==> config.mk <==
export PLATFORM = sky130hd
export DESIGN_NAME = instr_class_queue
export DESIGN_NICKNAME = d
export VERILOG_FILES = /design/src/rtl/instr_class_queue.sv
export SDC_FILE = /design/constraint.sdc
export NUM_CORES = 1
export LEC_CHECK = 0
export CELL_PAD_IN_SITES_DETAIL_PLACEMENT = 1
export CELL_PAD_IN_SITES_GLOBAL_PLACEMENT = 2
export CORE_MARGIN = 2
export CORE_UTILIZATION = 42
export CTS_CLUSTER_SIZE = 24
export DETAILED_ROUTE_END_ITERATION = 10
export PLACE_DENSITY = 0.76
export SLEW_MARGIN = 30
export SYNTH_ARGS = -nofsm -noshare
export SYNTH_HDL_FRONTEND = slang
export SYNTH_SLANG_ARGS = --single-unit
==> constraint.sdc <==
create_clock -name clk -period 2.6 [get_ports clk]
set_input_delay 0.52 -clock clk [delete_from_list [all_inputs] [get_ports clk]]
set_output_delay 0.52 -clock clk [all_outputs]
set_load 0.05 [all_outputs]
==> src/rtl/instr_class_queue.sv <==
// Instruction queue that classifies each word (R/I/J, branch, mem, link) at push time; latency 1.
// Backpressure: in_ready drops when full (no bypass); head held while out_ready is low. Perf counters under INSTR_CLASS_PERF_CNT_EN.
module instr_class_queue #(
  parameter int DEPTH = 4,
  parameter int CNT_W = 16
) (
  input  logic              clk,
  input  logic              rst_n,
  input  logic              in_valid,
  output logic              in_ready,
  input  logic [31:0]       in_instr,
  output logic              out_valid,
  input  logic              out_ready,
  output logic [31:0]       out_instr,
  output logic              out_rtype,
  output logic              out_itype,
  output logic              out_jtype,
  output logic              out_branch,
  output logic              out_mem,
  output logic              out_link,
  input  logic              flush
`ifdef INSTR_CLASS_PERF_CNT_EN
  ,
  input  logic              cnt_clr,
  output logic [CNT_W-1:0]  cnt_r,
  output logic [CNT_W-1:0]  cnt_i,
  output logic [CNT_W-1:0]  cnt_j
`endif
);

  localparam int AW = (DEPTH > 1) ? $clog2(DEPTH) : 1;
  localparam logic [AW:0] C_DEPTH = (AW + 1)'(DEPTH);

  if (DEPTH < 2 || (DEPTH & (DEPTH - 1)) != 0 || CNT_W < 1) begin : g_param_chk
    $error("instr_class_queue: DEPTH must be a power of two >= 2 and CNT_W >= 1");
  end

  // Class vector layout: {rtype, itype, jtype, branch, mem, link}
  function automatic logic [5:0] classify(input logic [5:0] op);
    logic r, j, br, mem, lnk;
    r   = (op == 6'b000000);
    j   = (op == 6'b000010) || (op == 6'b000011);
    br  = (op == 6'b000100) || (op == 6'b000101);
    mem = (op == 6'b100011) || (op == 6'b101011);
    lnk = (op == 6'b000011);
    return {r, ~(r | j), j, br, mem, lnk};
  endfunction

  logic [AW-1:0] r_wptr;
  logic [AW-1:0] r_rptr;
  logic [AW:0]   r_count;
  logic [31:0]   r_instr_mem [DEPTH];
  logic [5:0]    r_cls_mem   [DEPTH];

  logic          w_push;
  logic          w_pop;
  logic          w_mem_we;
  logic [5:0]    w_in_cls;
  logic [5:0]    w_head_cls;
  logic [31:0]   w_head_instr;

  assign in_ready     = (r_count < C_DEPTH);
  assign out_valid    = (r_count != '0);
  assign w_push       = in_valid && in_ready;
  assign w_pop        = out_valid && out_ready;
  assign w_mem_we     = w_push && !flush && rst_n;
  assign w_in_cls     = classify(in_instr[31:26]);
  assign w_head_cls   = r_cls_mem[r_rptr];
  assign w_head_instr = r_instr_mem[r_rptr];

  // Storage is unreset; stale contents never reach the outputs because of the out_valid gating.
  always_ff @(posedge clk) begin
    if (w_mem_we) begin
      r_instr_mem[r_wptr] <= in_instr;
      r_cls_mem[r_wptr]   <= w_in_cls;
    end
  end

  always_ff @(posedge clk or negedge rst_n) begin
    if (!rst_n) begin
      r_wptr  <= '0;
      r_rptr  <= '0;
      r_count <= '0;
    end else if (flush) begin
      r_wptr  <= '0;
      r_rptr  <= '0;
      r_count <= '0;
    end else begin
      if (w_push) r_wptr <= r_wptr + AW'(1);
      if (w_pop)  r_rptr <= r_rptr + AW'(1);
      case ({w_push, w_pop})
        2'b10:   r_count <= r_count + (AW + 1)'(1);
        2'b01:   r_count <= r_count - (AW + 1)'(1);
        default: r_count <= r_count;
      endcase
    end
  end

  assign out_instr  = out_valid ? w_head_instr : 32'h0;
  assign out_rtype  = out_valid & w_head_cls[5];
  assign out_itype  = out_valid & w_head_cls[4];
  assign out_jtype  = out_valid & w_head_cls[3];
  assign out_branch = out_valid & w_head_cls[2];
  assign out_mem    = out_valid & w_head_cls[1];
  assign out_link   = out_valid & w_head_cls[0];

`ifdef INSTR_CLASS_PERF_CNT_EN
  logic [CNT_W-1:0] r_cnt_r;
  logic [CNT_W-1:0] r_cnt_i;
  logic [CNT_W-1:0] r_cnt_j;
  logic             w_retire;

  // A flushed cycle retires nothing even if the consumer was ready.
  assign w_retire = w_pop && !flush;

  always_ff @(posedge clk or negedge rst_n) begin
    if (!rst_n) begin
      r_cnt_r <= '0;
      r_cnt_i <= '0;
      r_cnt_j <= '0;
    end else if (cnt_clr) begin
      r_cnt_r <= '0;
      r_cnt_i <= '0;
      r_cnt_j <= '0;
    end else if (w_retire) begin
      if (w_head_cls[5] && (r_cnt_r != '1)) r_cnt_r <= r_cnt_r + CNT_W'(1);
      if (w_head_cls[4] && (r_cnt_i != '1)) r_cnt_i <= r_cnt_i + CNT_W'(1);
      if (w_head_cls[3] && (r_cnt_j != '1)) r_cnt_j <= r_cnt_j + CNT_W'(1);
    end
  end

  assign cnt_r = r_cnt_r;
  assign cnt_i = r_cnt_i;
  assign cnt_j = r_cnt_j;
`endif

endmodule

**Word level (Yosys, flattened, before mapping)**

Memories as Yosys holds them, arrays and structs flattened.
Index checks and enable logic that the tools add are counted.

- Flip-flop bits (word level): 7
- RAM bits: 152
- Output and inout port bits: 40
- Memories: 2

Memories:

| memory | words | width | rd ports | clocked after memory_dff | write ports | line | RTL |
|---|---|---|---|---|---|---|---|
| r_instr_mem | 4 | 32 | 1 | 0 | 1 | 52 | `logic [31:0] r_instr_mem [DEPTH];` |
| r_cls_mem | 4 | 6 | 1 | 0 | 1 | 53 | `logic [5:0] r_cls_mem [DEPTH];` |

- $add $sub $neg: 4
- Magnitude comparators: 1
- Equality and inequality tests: 8
- Muxes and demuxes: 9
- Bitwise operators: 8
- Reductions and logical operators: 13

Operators with widths:

| kind | count |
|---|---|
| $mux W32 | 1 |
| $eq A6 B2 Y1 const B | 2 |
| $eq A6 B3 Y1 const B | 2 |
| $eq A6 B6 Y1 const B | 2 |
| $mux W2 | 4 |
| $and A1 B1 Y1 | 6 |
| $logic_not A6 Y1 | 1 |
| $pmux W3 S2 | 1 |
| $reduce_bool A3 Y1 | 2 |
| $add A2 B1 Y2 const B | 2 |
| $logic_and A1 B1 Y1 | 4 |
| $reduce_bool A2 Y1 | 2 |
| $add A3 B1 Y3 const B | 1 |
| $logic_or A1 B1 Y1 | 3 |
| $lt A3 B3 Y1 const B | 1 |
| $mux W3 | 1 |
| $sub A3 B1 Y3 const B | 1 |
| $eq A2 B1 Y1 const B | 1 |
| $eq A2 B2 Y1 const B | 1 |
| $mux W1 | 2 |
| $logic_not A1 Y1 | 1 |
| $not A1 Y1 | 1 |
| $or A1 B1 Y1 | 1 |

**Longest topological paths before layout**

- Depth in word-level cells: 6
- Gate-level depth with buffers: 10
- Mapped depth without buffers: 8

**Least setup slack after synthesis**

No wires, ideal clock.

- Path kind: input port to flip-flop
- From: input port flush
- To: memory r_cls_mem[1][0], enable pin
- Library setup time: 0.399 ns
- Data arrival time: 1.900 ns
- Required time: 2.201 ns
- Setup slack: 0.301 ns
- Stages: 3
- Cell sequence: clkbuf_2 nor3b_1 and2_1

- Longest elaborated chain between the ends: 5

Ends and longest elaborated chain:

| item | line | RTL |
|---|---|---|
| start: declaration | 21 | `input logic flush` |
| $logic_not A1 Y1 | 66 | `assign w_mem_we = w_push && !flush && rst_n;` |
| $logic_and A1 B1 Y1 (2 in a row) | 66 |  |
| $mux W1 | 73 | `if (w_mem_we) begin` |
| $mux W1 (implied by the code) | 75 | `r_cls_mem[r_wptr] <= w_in_cls;` |
| end: declaration | 53 |  |

No other way between the ends.

**Worst setup path in the final report**

- From: register r_rptr[0]
- To: output port out_instr[17]

- Longest elaborated chain between the ends: 2

Ends and longest elaborated chain:

| item | line | RTL |
|---|---|---|
| start: declaration | 50 | `logic [AW-1:0] r_rptr;` |
| start signal: assignment | 90 | `if (w_pop) r_rptr <= r_rptr + AW'(1);` |
| $mem_v2 Z4 W32 | - |  |
| $mux W32 | 99 | `assign out_instr = out_valid ? w_head_instr : 32'h0;` |
| end: declaration | 14 | `output logic [31:0] out_instr,` |

No other way between the ends.

==> results.cfg <==
[synth]
synth_most_common_cell = edfxtp_1
yosys-top-cells-count = edfxtp_1 (152), and2_1 (43), mux4_2 (38)
ys_seq_area_share_pct = 74.3
syn_avg_cell_area_um2 = 20.6
synth_edf_count = 152
synth_ff_type = edfxtp_1
ys_seq_elements = 159
syn-cell-area_um2 = 6380
synthCells = 310
synth_top_area_cell = edfxtp_1
yosysWarnings = 0
syn_nets = 352
synth_top_area_share_pct = 71.5
ys_async_sr_fraction_pct = 4.40
ys_types = 30
synth_area_leaders = edfxtp_1 (72%), mux4_2 (13%), and2_1 (4.2%), dfrtp_1 (2.7%), buf_12 (1.3%)

[floorplanning]
io_pins = 77
die_h_um = 127
fp.dieW_um = 127
core_um2 = 15000
initial_core_util_pct = 42.5
die-area_um2 = 16200
num_rows = 45

[placement]
dpl_cell_area_um2 = 7380
post-place-cells = 578
gp_congestion = 0.751
portBuffers = 76
place_hpwl_mm = 7.65

[critical_path]
worstSetupPathType = reg2out
crit_fanout = 20
critPathRequiredTime_ns = 2.08
cp-end-kind = output pin
path_cells = clkbuf_16 > mux4_2 > and2_1 > buf_4
path_buf_inv = 2
slowest_delay_ns = 0.52
cp.arrival_ns = 1.99
start_kind = flop
path_delay_family = multiplexers
slowest_stage = mux4_2

[cells_and_area]
drive_gt1_share_pct = 33.3
multi_input_area_um2 = 1490
area_delta_synth_final_pct = 26.7
register_area_um2 = 4740
instances_no_fill = 612
fillers = 1370
finalNetCount = 453
diodes = 0
fin_area_um2 = 8080

[timing]
drv_slew = 0
tightest_slew_ns = 0.615
maxSlewHeadroom_pct = 58.6
period_share_pct = 96.5
finClkSkew_ns = 0.00772
finalSetupViolations = 0
max_freq_mhz = 399
min_period_ns = 2.51
finalHoldViolations = 0
setup_tns_ns = 0

[drt]
final_antenna_net_count = 0
firstDrtPassIters = 4
vias_per_cell = 5.19
wl_mm = 12.8
drc_errors = 0
wl_per_cell_um = 20.9
vias = 3179
drt_iter0_markers = 156

[power]
powerDensity_nw_per_um2 = 826
ir_drop_v = 0.000497
power.leakage_uw = 0.00275

[clock_tree]
cts_tree = yes
cts_sinks = 159
cts_made_buffers = 17
cts_root_buf = clkbuf_16
clockBufferDepth = 2
clkTransAtPathRegs_ns = 0.06
htree_levels = 4
clock_latency_ns = 0.42

[global_route]
antenna_found_initial = 0
grt_overflow = 0
grt_pass1_wl_mm = 20.3
grt_use_total_pct = 17.2
grt_pass1_vias = 3520
grt_max_degree = 41

[outcome]
status = completed

[job]
maxCapViolCount = 0

[worst_hold_path]
hold_path.class = in2async
==> metrics by stage <==
step           setup WS, ns  total power [µW]  hold WS, ns  util, %
2_1_floorplan         0.301              3810        0.224        -
3_3_place_gp          0.274              4160        0.569     49.1
3_5_place_dp          0.212              4170        0.593     49.1
4_1_cts            -0.00520              6730        0.417     53.6
5_1_grt            -0.00229              6910        0.420     53.8
6_report             0.0921              6670        0.425     53.8
==> final cells by class <==
cell class / count / area share [%]
clock inverter: 14 / 2.07
clock buffer: 18 / 5.31
sequential: 159 / 58.7
timing repair buffer: 98 / 12.5
multi-input combinational: 132 / 18.4
inverter: 3 / 0.139
tap: 188 / 2.91
==> final timing paths <==
kind | from | endpoint | slack [ns] | depth (start not counted)
worst min register to register | r_wptr[1]$_DFFE_PN0P_ | r_wptr[1]$_DFFE_PN0P_ | 0.59 | 2
worst max-delay path | r_rptr[0]$_DFFE_PN0P_ | out_instr[17] | 0.09 | 4
worst max register to register | r_count[2]$_DFFE_PN0P_ | r_count[2]$_DFFE_PN0P_ | 0.35 | 9
max in group asynchronous | rst_n | r_rptr[1]$_DFFE_PN0P_ | 2.03 | 2
min in group clk | r_wptr[1]$_DFFE_PN0P_ | r_wptr[1]$_DFFE_PN0P_ | 0.59 | 2
worst min-delay path | rst_n | r_count[2]$_DFFE_PN0P_ | 0.43 | 2
==> routing by layer <==
metal | vias up | global-route usage (%) | part of all wire (%) | wire [µm]
li1 | 1428 | - | - | -
met1 | 1657 | 23.2 | 46 | 5830
met2 | 81 | 27.4 | 49 | 6290
met3 | 13 | 4.44 | 3.6 | 463
met4 | 0 | 6.21 | 1.4 | 179
met5 | - | 0 | 0 | 0
==> flip-flops by register name, indices dropped and copies added, names as in the netlist <==
register     count
r_instr_mem    128
r_cls_mem       24
r_count          3
r_rptr           2
r_wptr           2
==> layout by cell type (no fill, tap or decap), types with 3 or more instances in the layout <==
cell type          n
ha_1               4
clkinv_4           3
edfxtp_1         152
clkinv_2           4
clkbuf_16         18
nand3_1            4
and2_2             4
and2_1            36
inv_1              3
a21oi_1            4
bufinv_16          3
nand2_1            5
clkinvlp_4         3
mux4_2            38
buf_4             36
dfrtp_1            5
xor2_1             3
buf_12             7
mux2i_1            3
buf_6             15
o21ai_0            3
nor2_1             8
nand2b_1           3
clkdlybuf4s50_1   37
and2_4             3
==> cells by family (layout without fill, tap and decap cells) <==
group                    after synthesis  count (layout)  synth area share (%)
adder cells (fa/ha/maj)                5               5                  1.10
AO/OA/AOI/OAI                          8               8                 0.686
multiplexers                          41              41                  13.9
XOR/XNOR                               5               5                 0.686
AND/OR/NAND/NOR                       73              73                  6.76
buffers and inverters                 19             133                  2.63
flip-flops                           159             159                  74.3
==> power by group <==
part	total (µW)	internal, µW	switching [µW]	leakage (µW)
combinational	1280	513	765	0.000978
sequential	2890	2860	33.4	0.00149
clock	2500	1510	995	0.000286
==> what timing repair did <==
item | in CTS | in global routing
hold buffers | 0 | 0
cloned | 0 | 1
setup endpoints to repair | 37 | 38
resized for setup | 19 | 1
buffers inserted | 1 | 0
pin swaps | 1 | 0
(Power assumes the default switching activity.)
